$ cat config.mk
export PLATFORM = sky130hd
export DESIGN_NAME = run_length_detector
export DESIGN_NICKNAME = d
export VERILOG_FILES = /design/src/rtl/run_length_detector.sv
export SDC_FILE = /design/constraint.sdc
export NUM_CORES = 1
export LEC_CHECK = 0
export CAP_MARGIN = 30
export CORE_AREA = 2 2 39 41
export DETAILED_ROUTE_END_ITERATION = 10
export DIE_AREA = 0 0 41 43
export HOLD_SLACK_MARGIN = 0.1
export PLACE_DENSITY = 0.66
export SYNTH_ARGS = -nofsm -noshare
export SYNTH_HDL_FRONTEND = slang
export SYNTH_SLANG_ARGS = --single-unit
$ cat constraint.sdc
create_clock -name clk -period 1.8 [get_ports clk]
set_input_delay 0.18 -clock clk [delete_from_list [all_inputs] [get_ports clk]]
set_output_delay 0.18 -clock clk [all_outputs]
set_load 0.05 [all_outputs]
$ cat src/rtl/run_length_detector.sv
// Serial run-length detector: flags RUN_LEN consecutive identical strobed samples.
// Optional detection counter built when RUN_DET_COUNT_EN is defined.
module run_length_detector #(
  parameter int unsigned RUN_LEN = 4,
  parameter int unsigned DCNT_W  = 8,
  localparam int unsigned CW     = $clog2(RUN_LEN + 1)
) (
  input  logic              clk,
  input  logic              reset,
  input  logic              clr,
  input  logic              en,
  input  logic              w,
  input  logic              mode,
  output logic              z,
  output logic              z_val,
  output logic              z_pulse,
  output logic [CW-1:0]     run_cnt,
  output logic              busy,
  output logic [DCNT_W-1:0] det_count
);

  localparam logic [1:0] IDLE = 2'd0;
  localparam logic [1:0] ZERO = 2'd1;
  localparam logic [1:0] ONE  = 2'd2;

  localparam logic [CW-1:0] RUN_MAX  = CW'(RUN_LEN);
  localparam logic [CW-1:0] RUN_PRE  = CW'(RUN_LEN - 1);
  localparam logic [CW-1:0] CNT_ONE  = CW'(1);

  logic [1:0]    state, state_n;
  logic [CW-1:0] cnt, cnt_n;
  logic          z_pulse_r, pulse_n;
  logic          run_pol;

  assign run_pol = (state == ONE);

  always_comb begin
    state_n = state;
    cnt_n   = cnt;
    pulse_n = 1'b0;
    if (en) begin
      if (state == IDLE || w != run_pol) begin
        state_n = w ? ONE : ZERO;
        cnt_n   = CNT_ONE;
      end else if (cnt == RUN_MAX) begin
        // Saturate in mode 0; start a fresh disjoint group in mode 1.
        cnt_n = mode ? CNT_ONE : RUN_MAX;
      end else begin
        cnt_n   = cnt + CNT_ONE;
        pulse_n = (cnt == RUN_PRE);
      end
    end
  end

  always_ff @(posedge clk) begin
    if (!reset) begin
      state     <= IDLE;
      cnt       <= '0;
      z_pulse_r <= 1'b0;
    end else if (clr) begin
      state     <= IDLE;
      cnt       <= '0;
      z_pulse_r <= 1'b0;
    end else begin
      state     <= state_n;
      cnt       <= cnt_n;
      z_pulse_r <= pulse_n;
    end
  end

`ifdef RUN_DET_COUNT_EN
  logic [DCNT_W-1:0] det_count_r;

  // Counts alongside the pulse register so det_count moves with z_pulse.
  always_ff @(posedge clk) begin
    if (!reset) begin
      det_count_r <= '0;
    end else if (!clr && pulse_n && det_count_r != '1) begin
      det_count_r <= det_count_r + DCNT_W'(1);
    end
  end

  assign det_count = det_count_r;
`else
  assign det_count = '0;
`endif

  assign z       = (state != IDLE) && (cnt == RUN_MAX);
  assign z_val   = run_pol;
  assign z_pulse = z_pulse_r;
  assign run_cnt = cnt;
  assign busy    = (state != IDLE);

endmodule

Yosys cells after proc, flatten, opt, wreduce, memory -nomap -nowiden
Cells that the tools add are included.
{"block": "word_totals", "wordCells": 21, "regBits": 6, "out_inout_bits": 15, "input_bits": 6}
{"block": "classes", "reduce_logical": 7, "mux": 4, "n_eq_ne": 4, "n_addsub": 1, "bitwise": 2}
{"cell": "2-to-1 mux 3 bit", "n": 3}
{"cell": "OR reduction 5 bit", "n": 1}
{"cell": "adder 3 x 1 -> 3 bit, second input constant", "n": 1}
{"cell": "== test 3 x 2 -> 1 bit, second input constant", "n": 1}
{"cell": "== test 3 bit, second input constant", "n": 1}
{"cell": "== test 2 bit, second input constant", "n": 1}
{"cell": "zero test 2 bit", "n": 1}
{"cell": "2-to-1 mux 2 bit", "n": 1}
{"cell": "NOT 1 bit", "n": 2}
{"cell": "AND reduction 2 bit", "n": 1}
{"cell": "nonzero test 2 bit", "n": 1}
{"cell": "OR reduction 2 bit", "n": 1}
{"cell": "logical AND 1 bit", "n": 1}
{"cell": "logical OR 1 bit", "n": 1}
{"cell": "inequality test 1 bit", "n": 1}

Longest topological paths before layout
{"block": "depth", "word_depth": 4, "mapped_depth": 5, "mapped_depth_nobuf": 5}

Least setup slack after synthesis
Ideal clock, no wire load.
{"block": "synth_path", "kind": "register to output", "startpoint": "reg cnt[0] (netlist: run_cnt[0])", "endpoint": "out z", "arrival_time_ns": 1.610, "required_time_ns": 1.620, "setup_slack_ns": 0.010, "path_stages_with_launch": 5, "path_buffers": 0, "path_cell_list": "dfxtp_1 inv_1 ha_1 nand2_1 nor2b_1"}
{"block": "synth_between", "elab_chain_cells": 2}
{"item": "start, declared", "line_no": "31", "source": "logic [CW-1:0] cnt, cnt_n;"}
{"item": "start signal, assigned", "line_no": "66", "source": "cnt <= cnt_n;"}
{"item": "== test 3 bit", "line_no": "88", "source": "assign z = (state != IDLE) && (cnt == RUN_MAX);"}
{"item": "logical AND 1 bit", "line_no": "88"}
{"item": "end, declared", "line_no": "14", "source": "output logic z,"}
No other way between the ends.

Worst setup path after layout
{"block": "layout_path", "startpoint": "reg cnt[0] (netlist: run_cnt[0])", "endpoint": "out run_cnt[0]"}
{"item": "end, declared", "line_no": "17", "source": "output logic [CW-1:0] run_cnt,"}
No word-level cell between the ends.

==> impl_metrics.toml <==
[flow_run]
cap_violations = 0

[setup_path]
critPathRequiredTime_ns = 1.62
crit_type = "reg2out"
cp.arrival_ns = 1.46
critical_path.cell_chain = "clkdlybuf4s50_1"
path_buf_inv = 1
cp_max_fo = 5
slowest_stage = "clkdlybuf4s50_1"
path_delay_family = "buffers and inverters"
max_stage_delay_ns = 0.83
critPathLaunchType = "flop"
critPathCaptureType = "primary output"

[timing]
slew_viol_final = 0
clock_skew_ns = 0.00391
rsz0062_at_grt = "no"
finalSetupTns_ns = 0
max_freq_mhz = 611
post-route-period-util = 0.909
worst_slew_pin_slew_ns = 0.499
maxSlewHeadroom = 0.667
setup_viol = 0
period_needed_ns = 1.64
hold_viol = 0

[global_route]
grt_overflow_total = 0
grt_max_degree = 9
grt_first_pass_wirelength_um = 1290
grt_antenna_before_repair = 0
grt_use_total = 0.117
grt_pass1_vias = 298

[synthesis]
yosysTopAreaCellShare = 0.278
synth.avg_cell_area_um2 = 8.63
synthTopCellsByArea = "dfxtp_1, buf_4, ha_1"
yosysWarnings = 0
synth_area_leader_cell = "dfxtp_1"
syn_area_um2 = 432
ys_ff_latch = 6
synthCells = 50
synth_cell_types = 24
yosysSeqAreaShare = 0.278

[place]
portBuffers = 12
dp.final_hpwl_um = 631
dp_cells = 76
gp_congestion = 0.788

[clock_network]
clk_latency_ns = 0.25
cts_buffers = 3
clk_root_buffer_cell = "clkbuf_4"
hold_buffers = 0
cts_setup_buffers = 0
cts_htree_levels = 1
cts.sinks = 6
cts_buffer_depth = 2
cts-resized-gates = 0
clkTransAtPathRegs_ns = 0.05
cts_tree = "built"

[layout]
nets = 74
antenna_cells = 0
fin_cells = 79
drive_gt1_frac = 0.143
layout.cells.most_common_list = "clkdlybuf4s50_1, conb_1, dfxtp_1, inv_1"
syn2layout_area_growth_pct = 31.0
final_common_cell = "clkdlybuf4s50_1"

[routing]
viasPerCell = 4.62
ant_nets = 0
vias = 365
wire_per_inst_um = 10.5
drtPass1Iterations = 4
drt_iter0_drc = 6
finalWirelength_um = 827
drt_drc_violations_left = 0

[floorplan]
die_h_um = 43
start_util = 0.312
core_area_um2 = 1380
die_w_um = 41
io_pins = 21
core.rowCount = 14
die_area_um2 = 1760

[pwr]
leakage_nw = 0.253
ir_drop_uv = 295
p_per_area_nw_per_um2 = 637

[min_path]
hp-class = "reg2reg"

[run_status]
status = "finished clean"
logic make-up after synthesis:
kind of cell	share of synthesized area
AO/OA/AOI/OAI	0.128
multiplexers	0.0232
other	0.00869
buffers and inverters	0.185
flip-flops	0.278
adder cells (fa/ha/maj)	0.0870
AND/OR/NAND/NOR	0.290
synth_stat cells:
library cell,instances
buf_4,8
dfxtp_1,6
inv_1,4
a21oi_1,3
ha_1,3
nor2b_1,3
o21ai_0,3
a211oi_1,2
nand2_1,2
nand2b_1,2
a2111oi_1,1
and2b_1,1
and2b_2,1
and3_1,1
and3_4,1
clkbuf_2,1
conb_1,1
mux2i_1,1
nand3_1,1
nand3b_1,1
nor2_1,1
nor3_1,1
nor4bb_4,1
or2_2,1
final cells by class:
type                    count  area (um2)
well taps                  16        20.0
flip-flops and latches      6         120
fillers                   149         818
clock buffers               3        22.5
inverters                   4        15.0
multi-input cells          38         258
repair buffers             12         130
worst paths after layout:
path	startpoint	to	slack [ns]	cells past startpoint
setup / recovery	run_cnt[0]	run_cnt[0]	0.16	1
hold / removal	state[1]	state[1]	0.51	2
setup reg to reg	run_cnt[0]	run_cnt[2]	0.28	5
hold reg to reg	state[1]	state[1]	0.51	2
power breakdown:
group | switching, mW | internal (mW) | total, mW
registers | 0.00280 | 0.136 | 0.139
clock network | 0.0539 | 0.0758 | 0.130
logic | 0.0654 | 0.0262 | 0.0916
per-layer routing:
layer  up-vias  track usage  part of all wire
li1        180            -                 -
met1       163        0.138              0.43
met2        20        0.156              0.45
met3         2       0.0785              0.10
met4         0       0.0600             0.015
met5         -            0                 0
registers in the layout (all words and copies together), names as in the netlist:
register  flops
state         2
z_pulse       1
run_cnt       3
per-stage QoR:
step	area [um2]	worst slack, ns	power (mW)	hold slack, ns	util
after detailed placement	541	0.297	0.233	0.516	0.391
final	566	0.163	0.360	0.514	0.409
after CTS	563	0.0363	0.368	0.523	0.407
after global routing	566	0.111	0.382	0.556	0.409
after floorplan	458	0.00977	0.226	0.329	-
after global placement	541	0.310	0.233	0.491	0.391
No activity file was read; power rests on OpenSTA's default activity.
